--- config.mk ---
export PLATFORM = sky130hd
export DESIGN_NAME = multiplier_control
export DESIGN_NICKNAME = d
export VERILOG_FILES = /design/src/rtl/multiplier_control.sv
export SDC_FILE = /design/constraint.sdc
export NUM_CORES = 1
export LEC_CHECK = 0
export CORE_AREA = 2 2 39 41
export DETAILED_ROUTE_END_ITERATION = 16
export DIE_AREA = 0 0 41 43
export MAX_ROUTING_LAYER = met4
export PLACE_DENSITY_LB_ADDON = 0.15
export SKIP_CTS_REPAIR_TIMING = 1
export SLEW_MARGIN = 20
export SYNTH_ARGS = -nofsm -noshare
export SYNTH_HDL_FRONTEND = slang
export SYNTH_SLANG_ARGS = --single-unit
--- constraint.sdc ---
create_clock -name clk -period 2.25 [get_ports clk]
set_input_delay 0.5625 -clock clk [delete_from_list [all_inputs] [get_ports clk]]
set_output_delay 0.5625 -clock clk [all_outputs]
set_load 0.01 [all_outputs]
--- src/rtl/multiplier_control.sv ---
// Moore control FSM for a 4-bit shift-add multiplier: sequences the bit counter
// and the operand/accumulator datapath, and provides a START/READY/DONE handshake.
module multiplier_control #(
    parameter int CW = 3
) (
    input  logic          clk,
    input  logic          reset,
    input  logic          START,
    input  logic          Q0,
    input  logic [CW-1:0] count,
    output logic          READY,
    output logic          LOAD,
    output logic          RESET,
    output logic          ADD,
    output logic          SHIFT,
    output logic          DECREMENT,
    output logic          DONE
);

    typedef enum logic [2:0] {
        S_IDLE  = 3'd0,
        S_INIT  = 3'd1,
        S_TEST  = 3'd2,
        S_ADD   = 3'd3,
        S_SHIFT = 3'd4,
        S_DONE  = 3'd5
    } state_t;

    // Output vector order: {READY, LOAD, RESET, ADD, SHIFT, DECREMENT, DONE}
    localparam logic [6:0] OUT_IDLE = 7'b100_0000;

    state_t     state_r;
    state_t     next_state_s;
    logic [6:0] outputs_r;

    function automatic logic [6:0] decode_outputs(input state_t st);
        logic [6:0] o;
        case (st)
            S_IDLE:  o = OUT_IDLE;
            S_INIT:  o = 7'b011_0000;
            S_TEST:  o = 7'b000_0000;
            S_ADD:   o = 7'b000_1000;
            S_SHIFT: o = 7'b000_0110;
            S_DONE:  o = 7'b000_0001;
            default: o = OUT_IDLE;
        endcase
        return o;
    endfunction

    // Next-state selection; count and Q0 only matter in TEST
    always_comb begin
        next_state_s = state_r;
        case (state_r)
            S_IDLE: begin
                if (START) begin
                    next_state_s = S_INIT;
                end else begin
                    next_state_s = S_IDLE;
                end
            end
            S_INIT:  next_state_s = S_TEST;
            S_TEST: begin
                if (count == {CW{1'b0}}) begin
                    next_state_s = S_DONE;
                end else if (Q0) begin
                    next_state_s = S_ADD;
                end else begin
                    next_state_s = S_SHIFT;
                end
            end
            S_ADD:   next_state_s = S_SHIFT;
            S_SHIFT: next_state_s = S_TEST;
            S_DONE:  next_state_s = S_IDLE;
            default: next_state_s = S_IDLE;
        endcase
    end

    // State register
    always_ff @(posedge clk or posedge reset) begin
        if (reset) begin
            state_r <= S_IDLE;
        end else begin
            state_r <= next_state_s;
        end
    end

    // Outputs are flopped from the decoded next state, so they track state_r
    // exactly while never depending combinationally on any input.
    always_ff @(posedge clk or posedge reset) begin
        if (reset) begin
            outputs_r <= OUT_IDLE;
        end else begin
            outputs_r <= decode_outputs(next_state_s);
        end
    end

    assign {READY, LOAD, RESET, ADD, SHIFT, DECREMENT, DONE} = outputs_r;

endmodule

Word-level counts from Yosys, hierarchy flattened
Cells that the tools add are included. W data, S select, Z words.

Reductions and logical operators: 3. Equality and inequality tests: 9. Muxes and demuxes: 5.

Operators by type and width (number): $pmux W7 S5 (1); $eq A3 B2 Y1 const B (4); $pmux W3 S4 (1); $eq A3 B3 Y1 const B (3); $eq A3 B1 Y1 const B (2); $logic_not A3 Y1 (2); $mux W3 (2); $reduce_or A2 Y1 (1); $mux W1 (1).

Input port bits: 7. Logic and storage cells: 19. Flip-flop bits (word level): 10. Output and inout bits: 7.

Logic depth before layout (Yosys ltp)
Depth in word-level cells: 5. Mapped depth: 3. Gate-level depth less buffers: 2.

Worst setup path before layout
No wires, ideal clock.

Path type: input -> register. Start: input port count[1]. End: register state_r[0]. Arrival: 1.194 ns. Stages on the path: 2. Buffers on the path: 0. Library setup time: 0.096 ns. Required time: 2.154 ns. Setup slack: 0.961 ns. Cells stage by stage: or3_4 -> a311oi_2.

Longest elaborated chain between the ends: 3.

Ends and longest elaborated chain: from (decl) (RTL line 10) `input logic [CW-1:0] count,`; $logic_not A3 Y1 (RTL line 63) `if (count == {CW{1'b0}}) begin`; $mux W3 (RTL line 63); $pmux W3 S4 (RTL line 53) `case (state_r)`; named net next_state_s[0] (RTL line 33) `state_t next_state_s;`; to (signal assigned) (RTL line 83) `state_r <= next_state_s;`; to (decl) (RTL line 32) `state_t state_r;`.

The timed path passes the listed nets, and every way through them passes these cells.

Final worst setup path
Start: register outputs_r[6]. End: output port READY.

RTL lines: from (decl) (RTL line 34) `logic [6:0] outputs_r;`; from (signal assigned) (RTL line 93) `outputs_r <= decode_outputs(next_state_s);`; to (decl) (RTL line 11) `output logic READY,`.

No word-level cell between the ends.

==> flow_summary.toml <==
[outcome]
run_status = "finished clean"

[yosys]
ys.warnings.count = 0
syn_avg_cell_area_um2 = 11.70
synthesis.nets = 38
distinct_cells_synth = 20
syn_std_cell_area_um2 = 362.8
syn_inst = 31
yosys_register_bits = 8
synth_seq_area_share_pct = 55.52

[global_route]
grt_max_degree = 9
wire_length_of_the_first_global_routing_pass_um = 1097
grt_pass1_vias = 274
grt_remaining_overflow = 0
global_route.usage.total_pct = 10.20
number_of_antenna_violations_at_the_first_check_in_global_routing = 0

[pwr]
share_comb_of_total_power_pct = 37.9
power_density_nw_per_um2 = 1160
sequentialPowerShare_pct = 42.7
switching_power_mw = 0.1910
power_frac_clock_pct = 19.4
cellLeakagePower_nw = 0.2127
power.internal_mw = 0.4038
p_sw_share_pct = 32.11
vdd_ir_drop_max_uv = 379.0

[timing]
finalHoldViolCount = 0
finalCritPeriodShare_pct = 81.71
maxSlewViolCount = 0
setup_total_negative_slack_ps = 0
fmax_mhz = 543.9
hold_slack_ps = 554.3
worst_slew_margin_rel_pct = 79.55
measured_slew_at_the_worst_slew_check_pin_ps = 304.2
fin_crit_ps = 1839
setup_viol = 0
rsz_0062_raised_after_global_routing = "no"
final.setup_skew_ps = 1.781

[cts]
cts_tree = "built"
clock_sinks = 8
insertion_delay_ps = 250
cts_max_path_buffers = 2
clk_root_buffer_cell = "clkbuf_4"
cts_buffers = 3
path_clk_slew_ps = 60
htreeDepth = 1

[route]
drc = 0
vias_per_cell = 4.623
finalWirelength_um = 625
dr.pass1.iters = 2
vias = 282
drt_iter0_drc = 3
route.detailed.wl_per_inst_um = 10.25
number_of_nets_with_antenna_violations_after_routing = 0

[critical_path]
critical_path_peak_fanout = 1
worst-path-buf-inv = 1
critical_path_depth = 1
cp_data_required_time_ps = 1690
endpoint_arrival_time_on_the_critical_path_ps = 1280
slowest_stage = "clkdlybuf4s50_1"
path_delay_family = "buffers and inverters"
number_of_cells_traversed_by_the_worst_register_to_register_path = 2
endpoint_kind = "output port"
cpPeakStageDelay_ps = 520
crit_path_cell_trace = "clkdlybuf4s50_1"
startpoint_types = "flop"
worstSetupPathType = "flop to output port"

[die]
boundaryPins = 14
core.rowCount = 14
width_of_the_chip_um = 41
die_height_um = 43
initial_core_util_pct = 26.22
die_area_um2 = 1763
core_area_um2 = 1384

[finish]
antenna-diode-count = 0
area.growth.synth_to_final_pct = 41.38
fraction_of_layout_instances_using_a_drive_strength_above_1_pct = 13.33
final_stage_net_count = 53

[placement]
dp.final_hpwl_um = 503.9
place_congestion = 0.8052
place.port_buffers = 13

[job]
max_capacitance_violation_total = 0

[min_path]
holdCritPathClass = "primary input to asynchronous set/reset pin"
-- metrics by stage --
stage          area (um2)  power [mW]  std cells  setup slack [ps]  util [%]
6_report            513.0      0.5949         61             411.4     37.07
5_1_grt             513.0      0.6426         61             352.5     37.07
4_1_cts             513.0      0.6054         61             393.4     37.07
3_5_place_dp        486.7      0.4854         57             487.0     35.17
3_3_place_gp        486.7      0.4811         57             518.8     35.17
2_1_floorplan       362.8      0.4050         31             960.7         -
-- final cells by class --
cell class	count	area, um2
Sequential cell	8	201.4
Fill cell	140	870.8
Multi-Input combinational cell	17	123.9
Timing Repair Buffer	13	130.1
Tap cell	16	20.02
Inverter	3	11.26
Clock buffer	4	26.28
-- cell families (layout without fill, tap and decap cells) --
family	count (synthesis)	after routing	synth area share, %
simple gates	10	10	17.59
flops	8	8	55.52
compound gates	6	6	14.14
buf+inv	6	20	10.34
xor+xnor	1	1	2.414
-- worst paths after layout --
check | start | end | slack [ps]
worst min-delay path | reset | outputs_r[3]$_DFF_PP0_ | 550
worst max register to register | state_r[1]$_DFF_PP0_ | outputs_r[6]$_DFF_PP1_ | 1130
max in group asynchronous | reset | outputs_r[6]$_DFF_PP1_ | 1420
worst min register to register | state_r[1]$_DFF_PP0_ | outputs_r[5]$_DFF_PP0_ | 570
worst max-delay path | outputs_r[6]$_DFF_PP1_ | READY | 410
min in group clk | state_r[1]$_DFF_PP0_ | outputs_r[5]$_DFF_PP0_ | 570
-- registers in the layout (all words and copies together) (netlist names) --
name / count
state_r: 3
outputs_r: 5
-- layer usage --
metal / track usage (%) / wire (um) / up-vias
met5: - / 0 / -
met4: 12.00 / 24 / 0
met3: 1.571 / 56 / 2
met2: 12.81 / 284 / 14
met1: 12.00 / 260 / 128
li1: - / - / 138
-- power groups by stage --
| stage | Combinational, mW | Clock (mW) | Sequential (mW) |
|---|---|---|---|
| after global placement | 0.226 | 0 | 0.255 |
| after global routing | 0.249 | 0.129 | 0.264 |
| final | 0.226 | 0.115 | 0.254 |
| after floorplan | 0.155 | 0 | 0.250 |
| after CTS | 0.229 | 0.122 | 0.254 |
| after detailed placement | 0.229 | 0 | 0.256 |
-- cell usage after synthesis --
cell type  n  area, um2
nand2b_1   1      6.260
nor2_1     1      3.750
or4_1      1      7.510
or3_4      1      11.26
a31oi_1    1      6.260
o21ai_0    1      5.000
o2bb2ai_1  1      8.760
xnor2_1    1      8.760
nor3_1     2      10.01
o32ai_1    1      8.760
o31ai_1    1      7.510
a311oi_2   1      15.01
dfrtp_1    7      175.2
dfstp_2    1      26.28
nand2_1    1      3.750
or2_1      1      6.260
inv_1      3      11.26
nor3b_1    2      15.01
buf_4      2      15.01
buf_6      1      11.26
-- cells in the final DEF, fill, tap and decap left out, types with 2 or more instances in the layout --
master	Yosys	layout
inv_1	3	3
nor3_1	2	2
clkdlybuf4s50_1	0	13
dfrtp_1	7	7
nor3b_1	2	2
clkbuf_4	0	3
(Power assumes the default switching activity.)
==> RTL edit 1: new RTL, same settings <==
Re-encode `state_t` (6 states) as one-hot, 6 bits wide.
--- a/src/rtl/multiplier_control.sv
+++ b/src/rtl/multiplier_control.sv
@@ -19,9 +19,9 @@
 
-    typedef enum logic [2:0] {
-        S_IDLE  = 3'd0,
-        S_INIT  = 3'd1,
-        S_TEST  = 3'd2,
-        S_ADD   = 3'd3,
-        S_SHIFT = 3'd4,
-        S_DONE  = 3'd5
+    typedef enum logic [5:0] {
+        S_IDLE  = 6'b000001,
+        S_INIT  = 6'b000010,
+        S_TEST  = 6'b000100,
+        S_ADD   = 6'b001000,
+        S_SHIFT = 6'b010000,
+        S_DONE  = 6'b100000
     } state_t;
Behaviour: no difference found for any inputs over 10 cycles, from zero or initial values and one cycle with reset high; not proved beyond that.
==> RTL edit 1 against the unedited design <==
  * Sequential share of layout area rose by 6.1 points
  * Area after synthesis grew 29%
  * Cell area up 19%
  * Clock skew shrank 0.00083 ns
  * Routed wire length increased by 35%
  * First-iteration DRC count rose by 100%
  * Non-clock buffer count is the same
  * Synthesized cell count increased by 26%
  * Total power increased by 1.3%
  * Die area stayed put
  * Setup slack worse by 0.021 ns
  * Sequential cell count rose by 3
  * Register-to-register slack got worse by 0.28 ns
  * Highest routed layer unchanged
==> RTL edit 1: results (changes against the unedited design) <==
Status
  – Outcome: completed

STA
  – Setup Skew: 0.0009509 ns (-0.0008306 ns)
  – Slew HR: 72.36% (-7.2 points)

Synth
  – Register area share after synthesis: 59.52% (+4.0 points)
  – Top cells by area, synth: dfrtp_1 48%, dfstp_2 11%, nor4_1 6.7%
  – Synthesized instance count: 39 (+26%)
  – Syn Nets: 46 (+21%)
  – Distinct cells, synth: 18 (-10%)
  – Ys async rst share: 100.0% (unchanged)
  – Commonest cells post-synth: 9 x dfrtp_1, 5 x nor3_1, 5 x nor4_1

Final layout
  – Share of layout cells above drive strength 1: 13.46% (+0.13 points)
  – Final std cells w/o fill: 68 (+11%)
  – # diodes: 0 (unchanged)
  – Fin nets: 60 (+13%)
  – Largest register FFs: 6 (+1)
  – Top Registers: state_r: 6 flops, outputs_r: 5 flops

Power
  – LEAKAGE: 0.2495 nW (+17%)
  – Sw Pwr: 194.2 uW (+1.6%)
  – Max VDD drop: 0.0003675 V (-3.0%)

Placed design
  – IO Port Bufs: 13 (unchanged)
  – Placed insts: 64 (+12%)
  – RD Place Congestion: 0.6335 (-21%)
  – DP Area: 585.6 um^2 (+20%)

Routing
  – WL/cell: 12.37 um (+21%)
  – DR iter-0 viols: 6 (+3)
  – Detailed Routing Iterations Pass 1: 4 (+2)
  – DR vias/cell: 4.926 (+6.6%)

Worst hold path
  – Hold path depth: 2
  – Hold Crit Class: register to register
  – Worst hold start: state_r[5]$_DFF_PP0_
  – Hold EP: state_r[2]$_DFF_PP0_

Setup path
  – Reg2Reg Depth: 3 (+1)
  – RR Startpoint: state_r[1]$_DFF_PP0_
  – Critical-path top delay cell: dfstp_2
  – Worst setup path startpoint: outputs_r[6]$_DFF_PP1_
  – R2R Setup Slk: 0.85 ns (-0.28 ns)
  – Cell family with most CP delay: flip-flops
  – R2r endpoint: state_r[0]$_DFF_PP1_
  – Crit path DAT: 1.30 ns (+0.02 ns)
  – CP max stage delay: 0.52 ns (about the same)

Global route
  – Tot GR Track Use: 12.88% (+2.7 points)
  – Vias in the first global route: 338 (+23%)
  – Pin count of the biggest net entering global routing: 12 (+3)
  – First-pass GRT wire length: 1.455 mm (+33%)

Clock tree
  – Latest clock arrival within the worst-skew pair: 0.26 ns
  – Clock buffer depth: 2 (unchanged)
[RTL edit 1: cells by family (layout without fill, tap and decap cells)]
logic type | count (synthesis) | after routing | synth area share [%]
DFF | 11 | 11 | 59.52
and+or+nand+nor | 20 | 20 | 28.15
AOI/OAI and AO/OA | 1 | 1 | 1.071
xor gates and xnor gates | 2 | 2 | 3.754
buffers and inverters | 5 | 18 | 7.504
[RTL edit 1: per-stage QoR]
stage	power (mW)	util, %	setup WS (ns)	hold WS, ns
after floorplan	0.4234	-	0.9246	0.4135
after global placement	0.4690	42.31	0.4766	0.5353
after detailed placement	0.4791	42.31	0.4579	0.5269
after CTS	0.6124	44.21	0.3700	0.5347
after global routing	0.6457	44.21	0.3470	0.5673
final	0.6026	44.21	0.3905	0.5395
[RTL edit 1: power groups by stage]
stage | clock, mW | sequential (mW) | combinational, mW
floorplan | 0 | 0.281 | 0.142
global placement | 0 | 0.291 | 0.178
detailed placement | 0 | 0.296 | 0.183
CTS | 0.136 | 0.293 | 0.184
global route | 0.146 | 0.299 | 0.201
finish | 0.130 | 0.292 | 0.181
[RTL edit 1: layout make-up]
cell class / count / area, um^2
Fill cell: 125 / 772.0
Sequential cell: 11 / 277.8
Timing Repair Buffer: 13 / 130.1
Multi-Input combinational cell: 23 / 153.9
Clock buffer: 4 / 26.28
Tap cell: 16 / 20.02
Inverter: 1 / 3.754
[RTL edit 1: worst register-to-register path: cells and delay by family, from the launching register on]
family | cells | cell delay [ns]
simple gates | 3 | 0.93
flops | 1 | 0.39
[RTL edit 1: routing by layer]
metal	vias up	GRT usage [%]	wire length [um]
met4	0	6.000	4
met2	10	18.75	450
met1	161	15.31	338
met3	2	4.712	48
li1	162	-	-
met5	-	-	0
==> RTL edit 2: new RTL, config.mk and constraints unchanged <==
Without the edit above. The parameter `CW` goes from 3 to 6.
--- a/src/rtl/multiplier_control.sv
+++ b/src/rtl/multiplier_control.sv
@@ -3,3 +3,3 @@
 module multiplier_control #(
-    parameter int CW = 3
+    parameter int CW = 6
 ) (
Ports: changed (resized count); port bits go from 14 to 17. No check against the original RTL was run, so the function may have changed too.
==> RTL edit 2 against the unedited design <==
  * Cell count is 6.6% higher
  * Global-route usage is 0.22 points lower
  * Area after synthesis is 1.4% lower
  * Critical path depth stayed put
  * Setup slack worse by 0.0057 ns
  * Routed wire length is 8.3% higher
  * Total power is 0.73% lower
  * Non-clock buffer count is 3 higher
  * Fmax is 0.31% lower
  * Via count is 5.0% higher
  * Sequential cell count stayed put
  * Cell area is 4.9% higher
  * Critical path type unchanged
  * Largest power group unchanged
  * Highest routed layer is now met3
==> RTL edit 2: results (changes against the unedited design) <==
Placed design
  – RD Place Congestion: 0.7912 (-1.7%)
  – IO Port Bufs: 16 (+3)
  – DP Worst Slack: 0.4020 ns (-0.08502 ns)
  – Hpwl dp: 530.5 um (+5.3%)

Final layout
  – Share of layout cells above drive strength 1: 12.24% (-1.1 points)
  – Largest register FFs: 5 (unchanged)
  – Number of fill cells: 133 (-5.0%)
  – Top Registers: outputs_r: 5 flops, state_r: 3 flops
  – Fin nets: 60 (+13%)
  – # diodes: 0 (unchanged)

Routing
  – DR vias/cell: 4.554 (-1.5%)
  – Detailed Routing Iterations Pass 1: 2 (unchanged)
  – DR iter-0 viols: 4 (+1)
  – Routed WL: 677 um (+8.3%)

Setup path
  – Reg2Reg Depth: 2 (unchanged)
  – Worst-path fanout max: 1 (unchanged)
  – CP max stage delay: 0.52 ns (about the same)
  – Critical-path top delay cell: clkdlybuf4s50_1
  – Crit path DAT: 1.28 ns (about the same)

Synth
  – Syn Nets: 42 (+11%)
  – Ys async rst share: 100.0% (unchanged)
  – Yosys Warn Count: 0 (unchanged)
  – Commonest cells post-synth: 7 x dfrtp_1, 3 x nor2_1
  – Register area share after synthesis: 56.29% (+0.78 points)
  – Distinct cells, synth: 19 (-5.0%)
  – Top cells by area, synth: dfrtp_1 49%, dfstp_2 7.3%, buf_4 4.2%

Clock tree
  – H-tree level count: 1 (unchanged)
  – Num CTS Buffers: 3 (unchanged)
  – Reg clk slew, reported paths: 0.06 ns (about the same)
  – Root Buffer: clkbuf_4
  – Clock buffer depth: 2 (unchanged)

Power
  – Sw Pwr: 188.7 uW (-1.2%)
  – Max VDD drop: 0.0003830 V (+1.0%)
  – LEAKAGE: 0.2283 nW (+7.3%)

STA
  – Final Hold Vio Count: 0 (unchanged)
  – Slew HR: 79.16% (-0.39 points)
  – Setup Skew: 0.004764 ns (+0.002982 ns)

Global route
  – Vias in the first global route: 269 (-1.8%)
  – Pin count of the biggest net entering global routing: 10 (+1)
  – Tot GR Track Use: 9.979% (-0.22 points)
  – First-pass GRT wire length: 1.069 mm (-2.6%)

Worst hold path
  – Hold Crit Class: input port to async pin

Status
  – Outcome: completed
RTL edit 2: final timing paths:
kind	start	end	slack, ns
worst max register to register	state_r[1]$_DFF_PP0_	outputs_r[6]$_DFF_PP1_	1.12
min in group clk	state_r[2]$_DFF_PP0_	outputs_r[5]$_DFF_PP0_	0.56
max in group asynchronous	reset	outputs_r[6]$_DFF_PP1_	1.41
worst min-delay path	reset	outputs_r[0]$_DFF_PP0_	0.55
worst max-delay path	outputs_r[6]$_DFF_PP1_	READY	0.41
worst min register to register	state_r[2]$_DFF_PP0_	outputs_r[5]$_DFF_PP0_	0.56
RTL edit 2: cell type report:
class / count / area [um^2] / area share, %
Multi-Input combinational cell: 19 / 122.6 / 22.79
Sequential cell: 8 / 201.4 / 37.44
Inverter: 2 / 7.507 / 1.395
Tap cell: 16 / 20.02 / 3.721
Clock buffer: 4 / 26.28 / 4.884
Timing Repair Buffer: 16 / 160.2 / 29.77
RTL edit 2: routing by layer:
metal	vias up	track usage, %	routed length [um]
li1	146	-	-
met1	134	10.63	285
met2	16	13.44	316
met3	0	3.141	75
met4	0	10.00	0
met5	-	-	0
RTL edit 2: power by group through the flow:
stage               logic [mW]  clock network (mW)  registers [mW]
floorplan                0.146                   0           0.248
global placement         0.217                   0           0.251
detailed placement       0.222                   0           0.254
CTS                      0.222               0.125           0.252
global route             0.245               0.136           0.258
finish                   0.219               0.120           0.252
RTL edit 2: worst register-to-register path: cells and delay by family, from the launching register on:
kind             cells  cell delay [ns]
and+or+nand+nor      2             0.61
DFF                  1             0.46
RTL edit 2: logic make-up (layout without fill, tap and decap cells):
| family | Yosys count | count (layout) | synth area share [%] |
|---|---|---|---|
| AO/OA/AOI/OAI | 7 | 7 | 12.94 |
| XOR/XNOR | 1 | 1 | 2.448 |
| buffers and inverters | 5 | 22 | 9.440 |
| flip-flops | 8 | 8 | 56.30 |
| AND/OR/NAND/NOR | 11 | 11 | 18.88 |
RTL edit 2: per-stage QoR:
stage	instance area, um^2	instances	utilization (%)	power, mW
5_1_grt	538.0	65	38.88	0.6385
2_1_floorplan	357.8	32	-	0.3938
6_report	538.0	65	38.88	0.5905
3_3_place_gp	511.7	61	36.98	0.4686
4_1_cts	538.0	65	38.88	0.5989
3_5_place_dp	511.7	61	36.98	0.4755
